==> config.mk <==
export PLATFORM = sky130hd
export DESIGN_NAME = clock_gate_ctrl
export DESIGN_NICKNAME = d
export VERILOG_FILES = /design/src/rtl/clock_gate_ctrl.sv
export SDC_FILE = /design/constraint.sdc
export NUM_CORES = 1
export LEC_CHECK = 0
export CAP_MARGIN = 20
export CORE_ASPECT_RATIO = 0.7
export CORE_MARGIN = 8
export CORE_UTILIZATION = 50
export DETAILED_ROUTE_END_ITERATION = 8
export GPL_ROUTABILITY_DRIVEN = 0
export PLACE_DENSITY = 0.79
export SETUP_SLACK_MARGIN = 0.05
export SLEW_MARGIN = 20
export SYNTH_ARGS = -nofsm -noshare
export SYNTH_HDL_FRONTEND = slang
export SYNTH_SLANG_ARGS = --single-unit
export TNS_END_PERCENT = 50
==> constraint.sdc <==
create_clock -name clk -period 2.6 [get_ports clk]
set_input_delay 0.39 -clock clk [delete_from_list [all_inputs] [get_ports clk]]
set_output_delay 0.39 -clock clk [all_outputs]
set_load 0.02 [all_outputs]
==> src/rtl/clock_gate_ctrl.sv <==
// Clock-gate enable controller: gates the downstream domain after a run of idle
// cycles, re-enables on activity or wake request, and acknowledges once settled.
module clock_gate_ctrl #(
  parameter int unsigned IDLE_CYCLES = 8,
  parameter int unsigned WAKE_CYCLES = 2,
  parameter int unsigned STAT_W      = 16
) (
  input  logic              clk,
  input  logic              rst,
  input  logic              busy,
  input  logic              sleep_allow,
  input  logic              wake_req,
  output logic              cg_enable,
  output logic              wake_ack,
  output logic              gated,
  output logic [STAT_W-1:0] gated_cycles
);

  localparam int unsigned IW = (IDLE_CYCLES > 1) ? $clog2(IDLE_CYCLES) : 1;
  localparam int unsigned WW = (WAKE_CYCLES > 1) ? $clog2(WAKE_CYCLES) : 1;
  localparam logic [IW-1:0] IDLE_LAST = IW'(IDLE_CYCLES - 1);
  localparam logic [WW-1:0] WAKE_LAST = WW'(WAKE_CYCLES - 1);

  typedef enum logic [1:0] {
    ST_RUN,
    ST_GATED,
    ST_WAKE
  } state_t;

  state_t        state;
  logic [IW-1:0] idle_cnt;
  logic [WW-1:0] wake_cnt;
  logic          ack_done;
  logic          idle;
  logic          ack_now;

  always_comb begin
    idle    = !busy && !wake_req && sleep_allow;
    ack_now = 1'b0;
    if (wake_req && !ack_done) begin
      if (state == ST_RUN) begin
        ack_now = 1'b1;
      end else if (state == ST_WAKE && wake_cnt == WAKE_LAST) begin
        ack_now = 1'b1;
      end
    end
  end

  always_ff @(posedge clk) begin
    if (rst) begin
      state        <= ST_RUN;
      cg_enable    <= 1'b1;
      wake_ack     <= 1'b0;
      gated        <= 1'b0;
      gated_cycles <= '0;
      idle_cnt     <= '0;
      wake_cnt     <= '0;
      ack_done     <= 1'b0;
    end else begin
      wake_ack <= ack_now;
      // A held request is acknowledged once; dropping it re-arms the handshake.
      ack_done <= wake_req && (ack_done || ack_now);

      case (state)
        ST_RUN: begin
          cg_enable <= 1'b1;
          gated     <= 1'b0;
          if (!idle) begin
            idle_cnt <= '0;
          end else if (idle_cnt == IDLE_LAST) begin
            state     <= ST_GATED;
            idle_cnt  <= '0;
            cg_enable <= 1'b0;
            gated     <= 1'b1;
          end else begin
            idle_cnt <= idle_cnt + IW'(1);
          end
        end

        ST_GATED: begin
          if (!idle) begin
            state     <= ST_WAKE;
            wake_cnt  <= '0;
            cg_enable <= 1'b1;
            gated     <= 1'b0;
          end else begin
            cg_enable <= 1'b0;
            gated     <= 1'b1;
            if (gated_cycles != '1) begin
              gated_cycles <= gated_cycles + STAT_W'(1);
            end
          end
        end

        ST_WAKE: begin
          cg_enable <= 1'b1;
          gated     <= 1'b0;
          if (wake_cnt == WAKE_LAST) begin
            state    <= ST_RUN;
            idle_cnt <= '0;
            wake_cnt <= '0;
          end else begin
            wake_cnt <= wake_cnt + WW'(1);
          end
        end

        default: begin
          state     <= ST_RUN;
          cg_enable <= 1'b1;
          gated     <= 1'b0;
          idle_cnt  <= '0;
          wake_cnt  <= '0;
        end
      endcase
    end
  end

endmodule

# Word level (Yosys, flattened, before mapping)
# Index checks and enable logic that the tools add are counted.
# word_totals
ff_bits	26
in_bits	5
output_inout_bits	19
# op_classes
addsub	3
n_eq_ne	8
n_mux	23
bitwise	2
reduce_logical	14
# ops
operator	n
$add 16x1->16 const B	1
$ne 16x16->1 const B	1
$mux 1	11
$mux 3	3
$pmux 3 s3	1
$mux 2	4
$ne 2x2->1 const B	3
$pmux 2 s3	1
$logic_and 1x1->1	5
$pmux 1 s2	2
$reduce_and 2->1	2
$reduce_and 4->1	1
$add 3x1->3 const B	1
$eq 3x3->1 const B	1
$logic_not 1->1	3
$pmux 1 s3	1
$reduce_and 3->1	1
$eq 2x1->1 const B	1
$eq 2x2->1 const B	1
$logic_not 2->1	1
$ne 2x1->1 const B	1
$not 1->1	2
$add 1x1->1 const B	1
$logic_or 1x1->1	1

# Logic depth before layout (Yosys ltp)
# Gate-level depths: netlist (run 1).
# logic_depth
ltp_word	7
ltp_mapped	6
mapped_depth_nobuf	6

# Least setup slack after synthesis (run 1)
# No wires, ideal clock.
# synth_path
path_kind	reg2reg
start	register gated_cycles[0]
end	register gated_cycles[7]
setup_time_ns	0.128
arrival_ns	1.947
required_ns	2.472
path_slack_ns	0.525
stages_incl_launch_ff	7
period_less_slack_ns	2.075
path_cell_list	dfxtp_1 > ha_1 > nand3_1 > nor4_1 > nor4_1 > xnor2_1 > nor2_1
# synth_via
elab_chain_cells	2
elab_cells_between_ends	3
classes_between	add/sub: 1; eq/ne: 1; reduce/logical: 1
# synth_rtl
element	line_no	text
start, declared	16	output logic [STAT_W-1:0] gated_cycles
start signal, assigned	90	gated_cycles <= gated_cycles + STAT_W'(1);
branches (longest 2 deep; another with $add 16x1->16)	n/a	
# Parallel ways; which one is timed is not known.
# A chain may end at the register's enable or synchronous reset.

# Worst setup path after layout (run 1)
# layout_path
start	input port wake_req
end	register gated_cycles[13]
# layout_via
elab_chain_cells	4
# layout_rtl
element	line_no	text
start, declared	12	input logic wake_req,
$logic_not 1->1	38	idle = !busy && !wake_req && sleep_allow;
$logic_and 1x1->1 (2 in series)	38	
$reduce_and 3->1 (no line)	n/a	
# Every way passes these cells.

==> flow_metrics.tcl, run 1 <==
set metrics [dict create \
    path_max_fanout 5 \
    cts_sinks 26 \
    synthDistinctLibCells 31 \
    slew_viol_final 0 \
    drv_cap 0 \
    finalHoldViolCount 0 \
    synthesis.instances 137 \
    wire_per_inst_um 13.81 \
    fin_hold_ws_ns 0.4619 \
    synthArstFlopShare_pct 0 \
    finalSetupViolations 0 \
    cp.required_ns 2.88 \
    synth_nets 146 \
    ys_ff_latch 26 \
    die_h_um 56.90 \
    pre_cts_ws_ns 0.06265 \
    io_pins 24 \
    h-tree-depth 1 \
    first_iter_violations 45 \
    die-area_sq_um 4235 \
    synth_seq_area_share_pct 43.56 \
    floorplan.initialDensity_pct 54.14 \
    routed_wl_um 2680 \
    tns_ns 0 \
    final_core_util_pct 67.57 \
    relSlewSlack_pct 61.02 \
    fin_crit_ns 2.207 \
    syn-mean-instance-area_sq_um 8.722 \
    post_cts_buffers 0 \
    yosys_warnings 0 \
    layout_commonest_cell "dfxtp_1" \
    min_path_type "flop to flop" \
    routed.top_layer "met4" \
    crit_type "primary input to flop" \
    clockBufferDepth 2 \
    drc 0 \
    core_area_sq_um 2207 \
    clock_latency_ns 0.32 \
    max_freq_mhz 453.1 \
    ys.flop_type "dfxtp_1" \
    vias 1071 \
    numPortBuffers 23 \
    dp_hpwl_um 2065 \
    drtPass1Iterations 4 \
    grt_setup_unrepaired "false" \
    wl_met1_um 1219 \
    grtUsageTotal_pct 13.68 \
    syn_to_final_growth_pct 24.82 \
    cp-start-kind "primary input" \
    antenna_found_initial 0 \
    synth_area_sq_um 1195 \
    die_w_um 74.43 \
    power_leakage_nw 0.5337 \
    drtAntennaViolNets 0 \
    setup_ws_ns 0.3928 \
    via_per_inst 5.521 \
    postCtsResizedCells 0 \
    mostFrequentLayoutCells "dfxtp_1 (26), nor2_1 (25), clkdlybuf4s50_1 (23)" \
    drive_above_1_share_pct 6.173 \
    wl_met3_um 255 \
    grt_max_degree 18 \
    worst_slew_pin_slew_ns 0.5828 \
    cts_tree "done" \
    clockRootBuffer "clkbuf_4" \
    grt_first_pass_wirelength_um 4623 \
    cts_buffers 3 \
    grt_pass1_vias 1017 \
    period_share_pct 84.89 \
    total_power_mw 0.5933 \
    hold_buffers 0 \
    wl_met2_um 1174 \
    clk_pin_slew_ns 0.13 \
    pwr_density_cell_nw_per_um2 397.8 \
    end_kind "flop" \
    vdd_drop_max_uv 321.1 \
    status "finished, final reports clean" \
    rows 14 \
    synth_edf_count 0 \
    antenna_cells 0 \
    cp.arrival_ns 2.48 \
    nets 173 \
    grt-ovfl-total 0 \
    finClkSkew_ns 0.003043 \
]
[final timing paths]
check        cells past startpoint     start               end  slack [ns]
max                              6  wake_req  gated_cycles[13]        0.39
min                              1  ack_done          wake_ack        0.46
max reg2reg                      5  state[1]  gated_cycles[13]        0.54
min reg2reg                      1  ack_done          wake_ack        0.46
[report_power, final]
group / internal, mW / leakage (nW) / switching (mW) / total (mW)
Combinational: 0.0112 / 0.310 / 0.0129 / 0.0241
Clock: 0.0543 / 0.0138 / 0.113 / 0.168
Sequential: 0.400 / 0.210 / 0.000999 / 0.401
Total: 0.466 / 0.534 / 0.127 / 0.593
[metrics by stage]
step,instances,area (sq um)
2_1_floorplan,137,1195
4_1_cts,194,1491
5_1_grt,194,1491
3_3_place_gp,191,1469
6_report,194,1491
3_5_place_dp,191,1469
[area by class of cell]
class                           instances  area [sq um]
Clock buffer                            3         22.52
Inverter                                2         7.507
Multi-Input combinational cell        106         655.6
Sequential cell                        26         520.5
Fill cell                             203         715.7
Timing Repair Buffer                   25         245.2
Tap cell                               32         40.04
[cell families (layout without fill, tap and decap cells)]
group | count (synthesis) | after routing | synth area share, %
and+or+nand+nor | 72 | 72 | 33.09
AOI/OAI and AO/OA | 18 | 18 | 8.795
adders and majority gates | 4 | 4 | 4.189
buffers and inverters | 5 | 30 | 1.571
DFF | 26 | 26 | 43.56
xor gates and xnor gates | 12 | 12 | 8.796
[sequential cells by signal, summed over array words and instances (netlist names)]
signal and count:
cg_enable 1, wake_cnt 1, state 2, wake_ack 1, gated_cycles 16, idle_cnt 3, ack_done 1, gated 1
[worst max-delay path: stages]
cell and delay [ns]:
clkdlybuf4s50_1 0.48, or4b_4 0.56, nor4_4 0.30, nand4b_2 0.19, or4_1 0.49, nand2_1 0.07
[per-layer routing]
layer | up-vias | track usage, %
met5 | - | 0
met4 | 0 | 3.333
met3 | 4 | 6.372
met2 | 33 | 20.82
met1 | 497 | 16.88
li1 | 537 | -
[cell usage after synthesis (all sizes together) (2+ instances only)]
cell type	instances	area, sq um
nor2	25	93.84
nand3	3	15.01
o21ai	5	25.02
xnor2	11	96.34
nor4	6	52.55
ha	4	50.05
inv	2	7.510
nand2	13	48.80
dfxtp	26	520.5
a21oi	6	30.03
a31oi	2	12.51
o21a	2	15.01
clkbuf	3	11.26
a22oi	2	15.01
nor4b	3	26.28
nor3	5	25.02
nor2b	2	12.51
nand4	5	31.28
or4	2	18.77
(Power assumes the default switching activity.)
==> run 2, diff against run 1 <==
- CORE_UTILIZATION: 50 -> 45
- PLACE_DENSITY: 0.79 -> 0.75
- clock period: 2.6 -> 1.91 ns (I/O delays scaled with it)
==> run 2 against run 1 <==
Effect of this change: critical path depth shrank 2; sequential power up 36%; flip-flop and latch count unchanged; count of clock-buffer cells in the layout did not move; non-clock buffer count grew 16; clock power up 85%; clock skew is 0.0038 ns higher; die area rose by 8.3%; power is 51% higher; wire length is 7.2% higher; largest cell class unchanged.
==> flow_metrics.tcl, run 2 (synthesized netlist as in run 1, its figures left out) <==
set metrics [dict create \
    status "finished, final reports clean" \
    core_area_sq_um 2496 \
    cts_tree "done" \
    hold_buffers 0 \
    finalHoldViolCount 0 \
    grt_setup_unrepaired "true" \
    floorplan.initialDensity_pct 47.87 \
    via_per_inst 5.349 \
    period_share_pct 98.46 \
    clk_pin_slew_ns 0.09 \
    die_w_um 77.59 \
    clock_latency_ns 0.27 \
    p_sw_mw 0.1891 \
    dp_hpwl_um 2144 \
    final_core_util_pct 66.87 \
    multi_input_area_sq_um 695.7 \
    top_regs "gated_cycles: 16 flops, idle_cnt: 3 flops, state: 2 flops" \
    largest_reg_flops 16 \
    nets 189 \
    wl_met3_um 191 \
    end_kind "flop" \
    routed_wl_um 2873 \
    clockRootBuffer "clkbuf_8" \
    drc 0 \
    wl_met1_um 1330 \
    routed.top_layer "met4" \
    max_freq_mhz 531.8 \
    cts_sinks 26 \
    clkPwrFrac_pct 34.7 \
    path_max_fanout 5 \
    comb_power_share_pct 4.4 \
    grtUsageTotal_pct 13.16 \
    drv_cap 0 \
    grt_first_pass_wirelength_um 4954 \
    first_iter_violations 78 \
    die_h_um 59.11 \
    die-area_sq_um 4586 \
    cp.arrival_ns 2.09 \
    wl_met2_um 1321 \
    wire_per_inst_um 13.55 \
    h-tree-depth 1 \
    swShare_pct 21.13 \
    largest_register "gated_cycles" \
    relSlewSlack_pct 77.47 \
    grt_max_degree 14 \
    mostFrequentLayoutCells "dfxtp_1 (26), nor2_1 (25), clkdlybuf4s50_1 (20)" \
    pre_cts_ws_ns -0.4842 \
    fin_crit_ns 1.881 \
    grt_pass1_vias 1085 \
    drtPass1Iterations 4 \
    power.internal_mw 0.7058 \
    cp.required_ns 2.12 \
    vias 1134 \
    layout_commonest_cell "dfxtp_1" \
    antenna_found_initial 0 \
    min_path_type "flop to flop" \
    worst_slew_pin_slew_ns 0.3370 \
    syn_to_final_growth_pct 39.69 \
    pwr-share-seq_pct 61.0 \
    rows 15 \
    pwr_density_cell_nw_per_um2 536.2 \
    finClkSkew_ns 0.006849 \
    drive_above_1_share_pct 17.98 \
    drtAntennaViolNets 0 \
    grt-ovfl-total 0 \
    crit_type "flop to flop" \
    setup_ws_ns 0.02947 \
    cts_buffers 3 \
    slew_viol_final 0 \
    io_pins 24 \
    clockBufferDepth 2 \
    antenna_cells 0 \
    cp-start-kind "flop" \
    seq_area_sq_um 520.5 \
    power_leakage_nw 0.6274 \
    n_fill_cell 214 \
    finalSetupViolations 0 \
    numPortBuffers 23 \
    vdd_drop_max_uv 404.1 \
]
[run 2: changes by cell type in the layout (fill, tap and decap cells not counted), moves of 2 or more]
cell / delta
clkbuf_8: +3
nor4_1: -2
clkdlybuf4s50_1: -3
clkbuf_4: -3
buf_4: +16
nor3_1: -2
nor3_2: +2
dlygate4sd2_1: +3
[run 2: area by class of cell]
class / instances / share of cell area (%)
timing repair buffer: 41 / 21.66
inverter: 2 / 0.4498
multi-input combinational: 106 / 41.68
sequential: 26 / 31.18
clock buffer: 3 / 2.474
tap: 34 / 2.549
[run 2: power by group through the flow]
| stage | registers [mW] | logic (mW) | clock network, mW |
|---|---|---|---|
| floorplan | 0.560 | 0.0138 | 0 |
| global placement | 0.558 | 0.0394 | 0 |
| detailed placement | 0.558 | 0.0403 | 0 |
| CTS | 0.546 | 0.0393 | 0.317 |
| global route | 0.546 | 0.0428 | 0.337 |
| finish | 0.546 | 0.0392 | 0.310 |
[run 2: metrics by stage]
step	total power, mW	std cells	hold WS, ns	instance area, sq um	setup TNS (ns)
3_3_place_gp	0.5977	208	0.4152	1590	-3.559
4_1_cts	0.9016	212	0.4417	1660	0
3_5_place_dp	0.5988	208	0.4294	1590	-4.178
5_1_grt	0.9255	212	0.4570	1669	-0.01346
6_report	0.8949	212	0.4386	1669	0
2_1_floorplan	0.5735	137	0.4012	1201	-0.02888
[run 2: repair_timing]
action,4_1_cts,5_1_grt
setup endpoints to repair,9,7
gates resized for setup,7,2
pin swaps,4,0
setup buffers,1,0
[run 2: per-layer routing]
layer	global-route usage [%]	up-vias
met5	0	-
met4	4.278	0
met3	5.000	6
met2	21.35	29
met1	15.64	530
li1	-	569
[run 2: worst paths after layout]
path,endpoint,from,slack [ns],depth (start not counted)
worst max-delay path,gated_cycles[8],state[1],0.03,4
worst max register to register,gated_cycles[8],state[1],0.03,4
worst min register to register,wake_ack,ack_done,0.44,1
worst min-delay path,wake_ack,ack_done,0.44,1
[run 2: critical path: stages, from the launching register on]
cell and delay (ns):
dfxtp_1 0.33, or4b_4 0.57, or4_4 0.49, or2_2 0.29, a21oi_1 0.13
==> patch 1 (settings of run 1) <==
Re-encode `state_t` (3 states) as one-hot, 3 bits wide.
--- a/src/rtl/clock_gate_ctrl.sv
+++ b/src/rtl/clock_gate_ctrl.sv
@@ -23,6 +23,6 @@
 
-  typedef enum logic [1:0] {
-    ST_RUN,
-    ST_GATED,
-    ST_WAKE
+  typedef enum logic [2:0] {
+    ST_RUN   = 3'b001,
+    ST_GATED = 3'b010,
+    ST_WAKE  = 3'b100
   } state_t;
Formal check against the unedited RTL: same outputs for any inputs over 10 cycles, from zero or initial values and one cycle with rst high; not proved beyond that.
==> patch 1 against run 1 <==
  * Design area rose by 12%
  * Sequential power is 4% higher
  * Core utilization fell by 0.76 points
  * Synthesized area is 12% higher
  * Critical path depth fell by 1
  * Synthesized cell count is 8.8% higher
  * Sequential cell count up 1
  * Wire length grew 21%
  * Total power increased by 16%
  * Worst setup slack improved by 96 ps
  * Critical endpoint is now gated_cycles[6]$_SDFFE_PP0P_
  * Largest cell class unchanged
  * Highest routed layer unchanged
==> patch 1: results (changes against run 1) <==
status finished clean; NumNets Final 185 (+6.9%); HPWL after DPL 2450 um (+19%); cts bufs inserted 3 (unchanged); sequential area share after synthesis 0.404 (-0.0315); clock buffer depth 2 (unchanged); vias in the first global route 1157 (+14%); IO Port Bufs 23 (unchanged); critical-path maximum fanout 5 (unchanged); clk slew on worst S/H paths 90 ps (-40 ps); yosys warns 0 (unchanged); H-tree depth 1 (unchanged); Yosys cell types 42 (+35%); Worst Max-Slew Pin Slew 454 ps (-129 ps); Min-Delay Path Class reg -> reg; largest net degree at the start of global routing 17 (-1); Post-synth top cells 27 x dfxtp_1, 17 x nor2_1, 13 x nand2_1, 10 x a21oi_1; Initial DRC Count 157 (+250%); Clk Latency, worst-skew pair 280 ps (-40 ps); DR pass1 iterations 4 (unchanged); Antenna diodes 0 (unchanged); Most used DFF post-synth dfxtp_1; LEAKAGE 0.000603 uW (+13%); Final Skew 9.21 ps (+6.17 ps); clk root buf clkbuf_8; EDFF count, synth 0 (unchanged); Setup Fix Bufs, Post-CTS 0 (unchanged); Worst VDD drop 0.202 mV (-37%); initial antenna violation count 0 (unchanged); syn_nets 157 (+7.5%); crit path DAT 2280 ps (-200 ps); post_cts resized 0 (unchanged); overall routing resource usage 0.147 (+0.0107); post-DR wirelength/cell 15.4 um (+12%); Final Max Tran Viols 0 (unchanged); asr flop ratio synth 0 (unchanged); Vias/cell 5.74 (+4.0%); top cells by area, synth dfxtp_1 40%, mux2_2 6.7%, nor2_1 4.8%, a21oi_1 3.7%, nor2b_1 3.7%; first-pass GRT wire length 5580 um (+21%); largest registers gated_cycles: 16 flops, idle_cnt: 3 flops, state: 3 flops; share of cells above drive strength 1 0.119 (+0.0576)
## patch 1: cell count changes in the layout (fill, tap and decap cells not counted), moves of 4 or more
cell            run 1  this run
a21oi_1             6        10
mux2_2              0         8
nor2_1             25        17
nor2b_1             2         8
xnor2_1            11         0
## patch 1: area by class of cell
| type | instances | area (sq um) |
|---|---|---|
| timing repair buffer | 26 | 253 |
| tap | 34 | 42.5 |
| multi-input combinational | 114 | 767 |
| clock buffer | 3 | 41.3 |
| inverter | 5 | 18.8 |
| clock inverter | 1 | 5.00 |
| sequential | 27 | 541 |
| fill | 225 | 828 |
## patch 1: where the power goes
part           switching, uW  total (uW)  internal (uW)
Sequential             0.953         416            415
Combinational           18.0        32.0           14.0
Clock                    132         239            107
Total                    151         688            537
## patch 1: logic make-up (layout without fill, tap and decap cells)
group / after synthesis / in the layout / share of synthesized area
mux: 9 / 9 / 0.0748
buf+inv: 8 / 35 / 0.0225
compound gates: 31 / 31 / 0.160
fa+ha+maj: 3 / 3 / 0.0281
flops: 27 / 27 / 0.404
simple gates: 71 / 71 / 0.311
## patch 1: through the flow
step / instance area, sq um / hold WS [ps] / instances / setup WS, ps
2_1_floorplan: 1340 / 465 / 149 / 848
3_3_place_gp: 1620 / 475 / 206 / 315
3_5_place_dp: 1620 / 489 / 206 / 149
4_1_cts: 1670 / 508 / 210 / 499
5_1_grt: 1670 / 544 / 210 / 375
6_report: 1670 / 507 / 210 / 489
## patch 1: worst paths after layout
path	from	to	slack, ps	cells past startpoint
max	wake_req	gated_cycles[6]$_SDFFE_PP0P_	490	5
min	gated_cycles[1]$_SDFFE_PP0P_	gated_cycles[1]$_SDFFE_PP0P_	510	2
max reg2reg	state[2]$_SDFFE_PP0P_	gated_cycles[6]$_SDFFE_PP0P_	690	4
min reg2reg	gated_cycles[1]$_SDFFE_PP0P_	gated_cycles[1]$_SDFFE_PP0P_	510	2
## patch 1: metal layers
layer | up-vias | track usage | share of wire
met3 | 2 | 0.0515 | 0.045
met5 | - | 0 | 0
li1 | 612 | - | -
met2 | 24 | 0.243 | 0.47
met4 | 0 | 0.0294 | 0.0025
met1 | 568 | 0.181 | 0.49
## patch 1: critical path, cell delays in order
cell and delay (ps):
clkdlybuf4s50_1 520, nor4b_4 360, nand2_1 210, a2111oi_0 410
mux2_2 380
==> patch 2 (flow settings as in run 1) <==
Made on the original files. The parameter `STAT_W` goes from 16 to 32.
--- a/src/rtl/clock_gate_ctrl.sv
+++ b/src/rtl/clock_gate_ctrl.sv
@@ -5,3 +5,3 @@
   parameter int unsigned WAKE_CYCLES = 2,
-  parameter int unsigned STAT_W      = 16
+  parameter int unsigned STAT_W      = 32
 ) (
Interface: changed (resized gated_cycles); port bits go from 24 to 40. No check against the original RTL was run, so the function may have changed too.
==> patch 2 against run 1 <==
  * Total power grew 100%
  * Sequential share of layout area down 3.0 points
  * Hold slack lost 39 ps
  * Design area is 77% higher
  * Wire length rose by 75%
  * Synthesized area up 71%
  * Worst setup slack worse by 110 ps
  * First-iteration DRC count rose by 69%
  * Sequential cell count up 16
  * Cell count up 68%
  * Critical path type is now reg -> reg
  * Largest cell class unchanged
==> patch 2: results (changes against run 1) <==
Post-synth top cells 42 x dfxtp_1, 22 x nor2_1, 21 x a21oi_1, 18 x nand2_1, 14 x or3_1; R2R cell count 5 (unchanged); Antenna diodes 0 (unchanged); largest registers gated_cycles: 32 flops, idle_cnt: 3 flops, state: 2 flops; IO Port Bufs 39 (+70%); Setup Fix Bufs, Post-CTS 0 (unchanged); Yosys cell types 46 (+48%); overall routing resource usage 0.147 (+0.0104); Initial DRC Count 76 (+69%); first-pass GRT wire length 7850 um (+70%); Final Skew 4.41 ps (+1.36 ps); Worst Max-Slew Pin Slew 638 ps (+55.3 ps); post-DR wirelength/cell 14.4 um (+4.4%); H-tree depth 2 (+1); LEAKAGE 0.000876 uW (+64%); syn_nets 235 (+61%); vias in the first global route 1702 (+67%); NumNets Final 282 (+63%); post-synthesis mux area share 0.0104 (+0.0104); Post-Synth XOR/XNOR Area 0.0557 (-0.0322); worst hold stages 1 (unchanged); share of cells above drive strength 1 0.102 (+0.0405); adder-cell share of the synthesized area 0.0184 (-0.0235); HPWL after DPL 3410 um (+65%); sequential area share after synthesis 0.412 (-0.0241); cts bufs inserted 5 (+2); status finished clean; clk slew on worst S/H paths 80 ps (-50 ps); top cells by area, synth dfxtp_1 41%, a21oi_1 5.1%, or3_1 4.3%, xnor2_1 4.3%, nor2_1 4.0%; Synth Area in Compound Gates 0.159 (+0.0713); clk root buf clkbuf_8; Clk Latency, worst-skew pair 290 ps (-30 ps); critical-path maximum fanout 16 (+11); initial antenna violation count 0 (unchanged); crit path DAT 2540 ps (+60 ps); via count 1884 (+76%); largest net degree at the start of global routing 17 (-1); Worst VDD drop 0.274 mV (-15%); asr flop ratio synth 0 (unchanged)
patch 2: worst max-delay path: stages (launching register included):
cell	delay, ps
dfxtp_1	440
nand4_1	240
or4_4	620
o31ai_4	600
o21ai_0	200
a21oi_1	150
patch 2: layout make-up:
class / count / area (sq um)
clock buffers: 6 / 82.6
clock inverters: 1 / 30.0
fillers: 327 / 1290
inverters: 3 / 11.3
multi-input cells: 174 / 1150
flip-flops and latches: 42 / 841
well taps: 52 / 65.1
repair buffers: 48 / 458
patch 2: path summary, 6_finish.rpt:
path	start	to	slack (ps)
worst max-delay path	gated_cycles[21]$_SDFFE_PP0P_	gated_cycles[4]$_SDFFE_PP0P_	280
worst min-delay path	ack_done$_SDFF_PP0_	wake_ack$_SDFF_PP0_	420
worst max register to register	gated_cycles[21]$_SDFFE_PP0P_	gated_cycles[4]$_SDFFE_PP0P_	280
worst min register to register	ack_done$_SDFF_PP0_	wake_ack$_SDFF_PP0_	420
patch 2: kinds of logic after synthesis:
logic type / Yosys count
multiplexers: 2
XOR/XNOR: 13
buffers and inverters: 11
flip-flops: 42
AND/OR/NAND/NOR: 105
AO/OA/AOI/OAI: 51
adder cells (fa/ha/maj): 3
patch 2: where the power goes:
group / switching, uW / internal, uW / total, uW
sequential: 0.938 / 645 / 646
clock: 209 / 307 / 516
combinational: 15.0 / 11.9 / 27.0
patch 2: metal layers:
metal	GRT usage	vias up	wire length (um)
met5	0	-	0
met4	0.0480	0	56
met3	0.0530	7	391
met2	0.210	58	1960
met1	0.198	875	2290
li1	-	944	-
patch 2: stage by stage:
step / total power [uW] / setup slack (ps) / utilization / instances / cell area [sq um]
after floorplan: 674 / 455 / - / 227 / 2040
after global placement: 688 / 137 / 0.643 / 319 / 2520
after detailed placement: 688 / 98.1 / 0.643 / 319 / 2520
after CTS: 1200 / 281 / 0.672 / 326 / 2640
after global routing: 1230 / 104 / 0.672 / 326 / 2640
final: 1190 / 280 / 0.672 / 326 / 2640
